File: src/rtl/mux1to2_demux_collector.sv
// mux1to2_demux_collector
// Steers a stream of DW-bit words into one of two packing banks (A/B) by isel.
// Each bank packs DEPTH words, LSB-first, into a wide register and presents it
// with a valid/ack handshake. Select convention: isel=1 -> A, isel=0 -> B.
//
// Ports
//   iclk              clock, rising edge
//   irst              synchronous active-high reset
//   iD, isel, ivalid  input word, bank select, word valid
//   oready            word accepted when ivalid & oready (combinational on isel)
//   iflush            synchronous clear of both banks
//   oA, oA_valid      bank A packed data and full indication; iA_ack consumes it
//   oB, oB_valid      bank B packed data and full indication; iB_ack consumes it
//   oA_cnt, oB_cnt    words currently held in each bank
module mux1to2_demux_collector #(
  parameter int unsigned DW    = 4,
  parameter int unsigned DEPTH = 4,
  localparam int unsigned CW   = $clog2(DEPTH + 1)
) (
  input  logic                iclk,
  input  logic                irst,
  input  logic [DW-1:0]       iD,
  input  logic                isel,
  input  logic                ivalid,
  output logic                oready,
  input  logic                iflush,
  output logic [DW*DEPTH-1:0] oA,
  output logic                oA_valid,
  input  logic                iA_ack,
  output logic [DW*DEPTH-1:0] oB,
  output logic                oB_valid,
  input  logic                iB_ack,
  output logic [CW-1:0]       oA_cnt,
  output logic [CW-1:0]       oB_cnt
);

  typedef enum logic {StFill, StFull} bank_st_e;

  localparam logic [CW-1:0] LastIdx = CW'(DEPTH - 1);

  // Index 0 is bank A, index 1 is bank B.
  bank_st_e            st_q   [2];
  bank_st_e            st_d   [2];
  logic [DW*DEPTH-1:0] data_q [2];
  logic [DW*DEPTH-1:0] data_d [2];
  logic [CW-1:0]       cnt_q  [2];
  logic [CW-1:0]       cnt_d  [2];

  logic       accept;
  logic [1:0] ack_in;
  logic [1:0] wr_en;

  // Ready only reflects the selected bank so a producer can look ahead of ivalid.
  assign oready = isel ? (st_q[0] == StFill) : (st_q[1] == StFill);
  assign accept = ivalid & oready;
  assign ack_in = {iB_ack, iA_ack};
  assign wr_en  = {accept & ~isel, accept & isel};

  always_comb begin
    for (int b = 0; b < 2; b++) begin
      st_d[b]   = st_q[b];
      data_d[b] = data_q[b];
      cnt_d[b]  = cnt_q[b];
      if (iflush) begin
        // Flush wins over ack and discards any same-cycle accept.
        st_d[b]   = StFill;
        data_d[b] = '0;
        cnt_d[b]  = '0;
      end else if (ack_in[b] && st_q[b] == StFull) begin
        st_d[b]   = StFill;
        data_d[b] = '0;
        cnt_d[b]  = '0;
      end else if (wr_en[b]) begin
        // wr_en implies StFill, so cnt_q is always a valid slot index here.
        data_d[b][cnt_q[b]*DW +: DW] = iD;
        cnt_d[b] = cnt_q[b] + 1'b1;
        if (cnt_q[b] == LastIdx) begin
          st_d[b] = StFull;
        end
      end
    end
  end

  always_ff @(posedge iclk) begin
    for (int b = 0; b < 2; b++) begin
      if (irst) begin
        st_q[b]   <= StFill;
        data_q[b] <= '0;
        cnt_q[b]  <= '0;
      end else begin
        st_q[b]   <= st_d[b];
        data_q[b] <= data_d[b];
        cnt_q[b]  <= cnt_d[b];
      end
    end
  end

  assign oA       = data_q[0];
  assign oB       = data_q[1];
  assign oA_cnt   = cnt_q[0];
  assign oB_cnt   = cnt_q[1];
  assign oA_valid = (st_q[0] == StFull);
  assign oB_valid = (st_q[1] == StFull);

endmodule

File: config.mk
export PLATFORM = sky130hd
export DESIGN_NAME = mux1to2_demux_collector
export DESIGN_NICKNAME = d
export VERILOG_FILES = /design/src/rtl/mux1to2_demux_collector.sv
export SDC_FILE = /design/constraint.sdc
export NUM_CORES = 1
export LEC_CHECK = 0
export CORE_UTILIZATION = 52
export CTS_BUF_LIST = sky130_fd_sc_hd__clkbuf_8
export CTS_CLUSTER_SIZE = 20
export DETAILED_ROUTE_END_ITERATION = 7
export GPL_TIMING_DRIVEN = 0
export PLACE_DENSITY = 0.87
export RECOVER_POWER = 25
export SLEW_MARGIN = 15
export SYNTH_ARGS = -nofsm -noshare
export SYNTH_HDL_FRONTEND = slang
export SYNTH_SLANG_ARGS = --single-unit
File: constraint.sdc
create_clock -name iclk -period 3.65 [get_ports iclk]
set_input_delay 0.365 -clock iclk [delete_from_list [all_inputs] [get_ports iclk]]
set_output_delay 0.365 -clock iclk [all_outputs]
set_load 0.05 [all_outputs]
==> metrics.cfg <==
[power_and_ir_drop]
ir_drop_uv = 305
p_leak_nw = 1.05
power_mw = 0.882
power_density_mw_per_mm2 = 368

[synth]
synth_seq_cells = 40
synth_area_mm2 = 0.00174
syn_nets = 196
synthFlopType = dfxtp_1
yosysWarnings = 0
synth_area_leaders = dfxtp_1 (46%), mux2i_1 (20%), nand2_1 (9.5%), ha_1 (5.7%), a211oi_1 (1.7%)
yosysSeqAreaShare_pct = 46.0
syn_inst = 177
ys_types = 30
synth.most_common_cell = nand2_1
synth_edf_count = 0
yosysTopAreaCellShare_pct = 46.0
yosys.area.top_type = dfxtp_1
avgSynthCellArea_um2 = 9.84
ys_top_cells_by_count = nand2_1 (44), dfxtp_1 (40), mux2i_1 (34)
async_flop_share_pct = 0

[timing]
max_slew.worst_pin.slew_ps = 820
period_needed_ps = 2270
finalHoldViolCount = 0
fin_crit_sh_pct = 62.1
fmax_mhz = 441
slew_headroom_pct = 44.9
setup_viol = 0
finClkSkew_ps = 3.51
slew_viol_final = 0
setup_tns_ps = 0
grt_setup_unrepaired = false

[placement]
portBuffers = 50
gp_congestion = 0.783
place_area_mm2 = 0.00230
dp_hpwl_mm = 3.09

[final_layout]
fin_area_mm2 = 0.00240
insertedDiodeCount = 0
nets = 253
post_route_cells_drive_above_1_share_pct = 6.81
area_growth_pct = 37.6

[critical_path]
critical_path.top_delay_family = buffers and inverters
setup.worst_path.end_class = flop
critPathMaxFanout = 6
crit_type = in -> reg
slowest_delay_ps = 670
arrival_ps = 2420
crit_chain = dlygate4sd3_1 -> nor3b_1 -> o2111ai_1 -> mux2i_1
cp.buffers_inverters = 1
cpMaxStageDelayCell = dlygate4sd3_1
required_ps = 3810
start_kind = primary input

[global_routing]
grt_max_degree = 14
first_global_vias = 1464
antenna_found_initial = 0
overflow = 0
track_usage_pct = 25.3
grt_first_pass_wirelength_mm = 6.59

[routing]
vias_per_cell = 5.32
wl_per_cell_um = 14.8
drtIter0Drc = 20
antenna_left = 0
route.detailed.drc = 0
firstDrtPassIters = 4
wl_mm = 4.13
vias = 1483

[clock_network]
cts.sink_count = 40
root_buffer = clkbuf_8
cts_buffer_depth = 2
ctsResizeCount = 0
clk_latency_ps = 290
cts_buffers = 5
clk_pin_slew_worst_paths_ps = 80
postCtsHoldBufs = 0
cts_setup_buffers = 0
htreeDepth = 2
cts_tree = done

[floorplan]
rows = 20
die_width_um = 59.9
dieArea_mm2 = 0.00359
ioPinCount = 52
core-area_mm2 = 0.00310
initial_core_util_pct = 56.1
die_h_um = 59.9

[run_status]
status = completed

[hold_path]
hp-class = in -> reg

[run]
maxCapViolations = 0

final timing paths:
check                       startpoint                          to  slack (ps)  depth (start not counted)
max                             ivalid  data_q[1][11]$_SDFFE_PP0P_        1380                          4
min                               isel        st_q[0]$_SDFFE_PP0P_         410                          3
max reg2reg   cnt_q[0][0]$_SDFFE_PP0P_  data_q[0][12]$_SDFFE_PP0P_        1500                          6
min reg2reg  data_q[1][5]$_SDFFE_PP0P_   data_q[1][5]$_SDFFE_PP0P_         460                          2
state kept, by name, indices dropped and copies added (netlist names):
register  count
data_q       32
cnt_q         6
st_q          2
where the power goes:
group | switching [mW] | internal [mW]
registers | 0.00358 | 0.439
clock network | 0.161 | 0.202
logic | 0.0462 | 0.0303
tightest hold or removal path: cells and delay by family:
family / cells / cell delay, ps
compound gates: 1 / 80
buf+inv: 1 / 130
simple gates: 1 / 90
cell type report:
| cell class | instances | area [um2] |
|---|---|---|
| Multi-Input combinational cell | 121 | 856 |
| Clock buffer | 5 | 68.8 |
| Timing Repair Buffer | 50 | 500 |
| Clock inverter | 3 | 42.5 |
| Sequential cell | 40 | 801 |
| Fill cell | 233 | 706 |
| Tap cell | 44 | 55.1 |
| Inverter | 7 | 26.3 |
| Buffer | 9 | 47.5 |
cells by family (layout without fill, tap and decap cells):
group / after synthesis / count (layout) / share of synthesized area (%)
adders and majority gates: 8 / 8 / 5.75
and+or+nand+nor: 67 / 67 / 19.5
DFF: 40 / 40 / 46.0
muxes: 34 / 34 / 19.5
AOI/OAI and AO/OA: 11 / 11 / 4.53
buffers and inverters: 16 / 74 / 4.24
xor gates and xnor gates: 1 / 1 / 0.503
through the flow:
step | std cells | worst slack, ps | util [%] | hold slack (ps)
2_1_floorplan | 177 | 1390 | - | 529
3_5_place_dp | 271 | 1550 | 74.0 | 445
5_1_grt | 279 | 1290 | 77.3 | 416
6_report | 279 | 1380 | 77.3 | 412
3_3_place_gp | 271 | 1590 | 74.0 | 445
4_1_cts | 279 | 1540 | 77.6 | 431
layer usage:
metal / vias to the layer above / GRT usage, % / share of wire, %
met5: - / 0 / 0
met3: 5 / 6.93 / 5.9
met4: 0 / 8.31 / 0.94
met2: 47 / 42.7 / 50
li1: 722 / - / -
met1: 709 / 31.0 / 43
layout by cell type, fill, tap and decap left out, types with 2 or more instances in the layout:
cell type	count
clkbuf_8	5
a31oi_1	2
clkdlybuf4s50_1	37
mux2i_1	34
clkbuf_1	5
dlygate4sd3_1	13
nand4b_1	2
nand3b_1	2
nor3b_1	2
clkbuf_2	2
nor2_1	7
inv_1	7
a21oi_1	2
dfxtp_1	40
nand2_1	44
ha_1	8
a211oi_1	4
a211o_1	2
No activity file was read; power rests on OpenSTA's default activity.
